$ cat config.mk
export PLATFORM = sky130hd
export DESIGN_NAME = fifo_word_packer
export DESIGN_NICKNAME = d
export VERILOG_FILES = /design/src/rtl/fifo_word_packer.sv
export SDC_FILE = /design/constraint.sdc
export NUM_CORES = 1
export LEC_CHECK = 0
export ABC_CLOCK_PERIOD_IN_PS = 1700
export CORE_ASPECT_RATIO = 1.75
export CORE_UTILIZATION = 48
export CTS_BUF_LIST = sky130_fd_sc_hd__clkbuf_8
export DETAILED_ROUTE_END_ITERATION = 8
export GPL_TIMING_DRIVEN = 0
export PLACE_DENSITY = 0.82
export SYNTH_ARGS = -nofsm -noshare
export SYNTH_HDL_FRONTEND = slang
export SYNTH_SLANG_ARGS = --single-unit
$ cat constraint.sdc
create_clock -name clk -period 1.7 [get_ports clk]
set_input_delay 0.51 -clock clk [delete_from_list [all_inputs] [get_ports clk]]
set_output_delay 0.51 -clock clk [all_outputs]
set_load 0.01 [all_outputs]
$ cat src/rtl/fifo_word_packer.sv
// Drains a WIDTH-bit FIFO and packs NUM_WORDS consecutive words into one wide operand.
// Define PACKER_MSW_FIRST_EN to place the first popped word in the most-significant slot.
module fifo_word_packer #(
    parameter int WIDTH     = 16,
    parameter int NUM_WORDS = 4
) (
    input  logic                       clk,
    input  logic                       rst_n,
    output logic                       fifo_rd_en,
    input  logic [WIDTH-1:0]           fifo_rd_data,
    input  logic                       fifo_empty,
    input  logic                       clear,
    output logic                       out_valid,
    output logic [WIDTH*NUM_WORDS-1:0] out_data,
    input  logic                       out_ready,
    output logic                       busy
);

    localparam int OW = WIDTH * NUM_WORDS;
    localparam int CW = $clog2(NUM_WORDS + 1);
    localparam logic [CW-1:0] LAST_CNT = CW'(NUM_WORDS);
    localparam logic [CW-1:0] PREV_CNT = CW'(NUM_WORDS - 1);

    typedef enum logic {
        ST_FILL = 1'b0,
        ST_OUT  = 1'b1
    } state_e;

    state_e          state_q, state_d;
    logic [CW-1:0]   issue_cnt_q, issue_cnt_d;
    logic [CW-1:0]   recv_cnt_q, recv_cnt_d;
    logic            rd_pend_q, rd_pend_d;
    logic [OW-1:0]   shreg_q, shreg_d;
    logic            pop;

    // Output handshake: an operand transfers on any posedge where out_valid and
    // out_ready are both high; out_valid/out_data stay stable until then.
    always_comb begin
        state_d     = state_q;
        issue_cnt_d = issue_cnt_q;
        recv_cnt_d  = recv_cnt_q;
        rd_pend_d   = 1'b0;
        shreg_d     = shreg_q;
        pop         = 1'b0;
        case (state_q)
            ST_FILL: begin
                if (clear) begin
                    // Dropping rd_pend discards the word of a pop already in flight.
                    issue_cnt_d = '0;
                    recv_cnt_d  = '0;
                    shreg_d     = '0;
                end else begin
                    pop       = !fifo_empty && (issue_cnt_q < LAST_CNT);
                    rd_pend_d = pop;
                    if (pop) begin
                        issue_cnt_d = issue_cnt_q + 1'b1;
                    end
                    if (rd_pend_q) begin
`ifdef PACKER_MSW_FIRST_EN
                        shreg_d = {shreg_q[OW-WIDTH-1:0], fifo_rd_data};
`else
                        shreg_d = {fifo_rd_data, shreg_q[OW-1:WIDTH]};
`endif
                        recv_cnt_d = recv_cnt_q + 1'b1;
                        if (recv_cnt_q == PREV_CNT) begin
                            state_d = ST_OUT;
                        end
                    end
                end
            end
            ST_OUT: begin
                if (out_ready) begin
                    state_d     = ST_FILL;
                    issue_cnt_d = '0;
                    recv_cnt_d  = '0;
                end
            end
            default: state_d = ST_FILL;
        endcase
    end

    always_ff @(posedge clk) begin
        if (!rst_n) begin
            state_q     <= ST_FILL;
            issue_cnt_q <= '0;
            recv_cnt_q  <= '0;
            rd_pend_q   <= 1'b0;
            shreg_q     <= '0;
        end else begin
            state_q     <= state_d;
            issue_cnt_q <= issue_cnt_d;
            recv_cnt_q  <= recv_cnt_d;
            rd_pend_q   <= rd_pend_d;
            shreg_q     <= shreg_d;
        end
    end

    assign fifo_rd_en = pop && rst_n;
    assign out_valid  = (state_q == ST_OUT);
    assign out_data   = shreg_q;
    assign busy       = (state_q == ST_FILL) && ((issue_cnt_q != '0) || (recv_cnt_q != '0));

endmodule

==> results of run 1 <==
[area by class of cell]
class	instances	area, µm²	share of cell area, %
inverters	5	18.77	0.4820
flip-flops and latches	72	1448	37.18
multi-input cells	161	1212	31.14
clock buffers	11	151.4	3.888
clock inverters	4	15.01	0.3856
plain buffers	23	133.9	3.438
repair buffers	93	819.5	21.05
well taps	76	95.09	2.442
[registers in the layout, indices dropped and copies added (netlist names)]
| signal | cells |
|---|---|
| issue_cnt_q | 3 |
| out_data | 64 |
| out_valid | 1 |
| rd_pend_q | 1 |
| recv_cnt_q | 3 |
[cells in the final DEF, fill, tap and decap left out, drive strengths merged]
cell	synthesis	routed
dfxtp	72	72
nor2b	66	66
dlygate4sd2	0	66
a22oi	64	64
buf	15	24
clkbuf	8	19
clkdlybuf4s50	0	17
inv	5	9
ha	5	5
o21ai	4	4
nor2	3	3
nand2	2	2
nand3b	2	2
nor4b	2	2
a21oi	2	2
a31oi	1	1
or2	1	1
o21bai	1	1
nor3b	1	1
a21o	1	1
a32o	1	1
and2	1	1
a22o	1	1
nor3	1	1
nand3	1	1
a21boi	1	1
clkdlybuf4s15	0	1
[power breakdown]
| part | total, mW | leakage, nW | switching, mW | internal (mW) |
|---|---|---|---|---|
| logic | 0.218 | 0.971 | 0.109 | 0.109 |
| registers | 1.70 | 0.583 | 0.00708 | 1.70 |
| clock network | 1.14 | 0.100 | 0.556 | 0.581 |
| total | 3.06 | 1.65 | 0.672 | 2.39 |
[path summary, 6_finish.rpt]
| path | startpoint | end | slack, ps | cells past startpoint |
|---|---|---|---|---|
| setup reg to reg | out_valid$_SDFF_PN0_ | out_data[34]$_SDFFE_PN0P_ | 280 | 6 |
| setup / recovery | issue_cnt_q[2]$_SDFFE_PN0P_ | fifo_rd_en | -120 | 3 |
| hold / removal | fifo_empty | issue_cnt_q[2]$_SDFFE_PN0P_ | 470 | 3 |
| hold reg to reg | recv_cnt_q[2]$_SDFFE_PN0P_ | recv_cnt_q[2]$_SDFFE_PN0P_ | 490 | 2 |
[tightest hold or removal path, stage by stage]
cell	delay (ps)
buf_2	80
nand3b_1	90
a21boi_0	80
[kinds of logic after synthesis]
kind of cell	count (synthesis)	share of synthesized area, %
adder cells (fa/ha/maj)	5	2.250
AND/OR/NAND/NOR	80	18.41
flip-flops	72	51.85
AO/OA/AOI/OAI	76	22.01
buffers and inverters	28	5.491
[what timing repair did]
item / 4_1_cts / 5_1_grt
endpoints found under the hold margin: 0 / 0
buffers inserted: 5 / 1
resized for setup: 89 / 4
pin swaps: 3 / 2
setup endpoints to repair: 71 / 2
[per-layer routing]
metal,up-vias,global-route usage [%],routed length [µm]
met2,61,44.43,3747
li1,1134,-,-
met4,0,11.81,226
met5,-,0,0
met1,1116,23.69,2601
met3,19,4.893,209
[stage by stage]
stage	std cells	hold slack [ps]
detailed placement	424	473.8
finish	445	472.2
floorplan	261	449.5
CTS	444	460.5
global route	445	492.0
global placement	424	464.1
==> results.cfg, run 1 <==
[run_status]
outcome = finished, violations left
violations = setup timing

[place]
place_area_mm2 = 0.003746
place_hpwl_mm = 5.081
place_ws_ps = -987.1
place.gp.congestion = 0.7680
port_buffers = 87

[die]
die_y_um = 102.7
core-area_mm2 = 0.005585
io_pins = 88
rows = 36
start_util_pct = 49.78
die_w_um = 59.53
die_area_mm2 = 0.006113

[cts]
cts_tree = done
cts_htree_levels = 3
clkSinkCount = 72
clockRootBuffer = clkbuf_8
insertion_delay_ps = 340
path_clk_slew_ps = 60
cts_hold_buffers = 0
cts.path.max_buffers = 2
cts_buffers = 9

[worst_setup_path]
cp-end-kind = output port
cp.required_ps = 1190
critical_path.top_delay_family = simple AND/OR/NAND/NOR gates
max_stage_delay_ps = 330
path_buf_inv = 1
crit_type = flop to output port
cp_cell_sequence = or2_4 > nor4b_4 > buf_2
critical_path.max_fanout = 3
cp.arrival_ps = 1310
crit_path_top_delay_cell = dfxtp_2
cp-start-kind = flop

[timing]
setup_violations = 1
final_hold_viol_count = 0
setup_ws_ps = -121.7
fin_crit_sh_pct = 107.2
period_needed_ps = 1822
finClkSkew_ps = 5.307
rsz0062_at_grt = yes
relSlewSlack_pct = 70.49
slew_violations = 0
fin_tns_setup_ps = -121.7
fmax_mhz = 548.9
worst_pin_slew_ps = 442.7

[final_layout]
fillCellCount = 470
n_antenna_cell = 0
final_core_util_pct = 69.71
fin_nets = 391
area_delta_synth_final_pct = 40.05
drive_gt1_share_pct = 16.26
fin_area_mm2 = 0.003894

[global_routing]
grt_pass1_wl_mm = 10.72
antenna_found_initial = 0
grt_pass1_vias = 2264
grt_start_max_net_pins = 11
grt_use_total_pct = 23.62
globalRoute.totalOverflow = 0

[routing]
via_count = 2330
firstDrtPassIters = 4
finalWirelength_mm = 6.784
drc = 0
drtIter0Drc = 54
vias_per_cell = 5.236
final_antenna_net_count = 0
wl_per_cell_um = 15.24

[yosys]
synth-seq-cells = 72
syn-num-nets = 287
synth_warnings = 0
syn_inst = 261
ys.flop_type = dfxtp_1
synth.avg_cell_area_um2 = 10.65
synth_top_area_share_pct = 51.85
synth.top_cells.by_count = 72 x dfxtp_1, 66 x nor2b_1, 54 x a22oi_1, 10 x a22oi_2
synth_edf_count = 0
synthArstFlopShare_pct = 0
synth.top_cells.by_area = dfxtp_1 52%, nor2b_1 15%, a22oi_1 15%, a22oi_2 4.5%, ha_1 2.3%
netlist_area_mm2 = 0.002780
synth_area_leader_cell = dfxtp_1
synth_most_common_cell = dfxtp_1
yosysSeqAreaShare_pct = 51.85
synthDistinctLibCells = 30

[power]
peakVddDrop_mv = 0.4624
power_density_mw_per_mm2 = 785.3
power.total_mw = 3.058
power_leakage_nw = 1.655

[run]
maxCapViolations = 0

[min_path]
hp-class = input port to flop
(Power assumes the default switching activity.)
==> run 2: changes to the inputs <==
--- a/config.mk
+++ b/config.mk
@@ -10,6 +10,7 @@
 export CORE_UTILIZATION = 48
 export CTS_BUF_LIST = sky130_fd_sc_hd__clkbuf_8
 export DETAILED_ROUTE_END_ITERATION = 8
+export GPL_ROUTABILITY_DRIVEN = 1
 export GPL_TIMING_DRIVEN = 0
 export PLACE_DENSITY = 0.82
 export SYNTH_ARGS = -nofsm -noshare
==> results of run 2 <==
Final layout, timing and power as in run 1 (identical DEF).
==> run 3: changes to the inputs <==
--- a/config.mk
+++ b/config.mk
@@ -13,6 +13,7 @@
 export GPL_ROUTABILITY_DRIVEN = 1
 export GPL_TIMING_DRIVEN = 0
 export PLACE_DENSITY = 0.82
+export SLEW_MARGIN = 15
 export SYNTH_ARGS = -nofsm -noshare
 export SYNTH_HDL_FRONTEND = slang
 export SYNTH_SLANG_ARGS = --single-unit
==> results of run 3 <==
Final layout, timing and power as in run 1 (identical DEF).
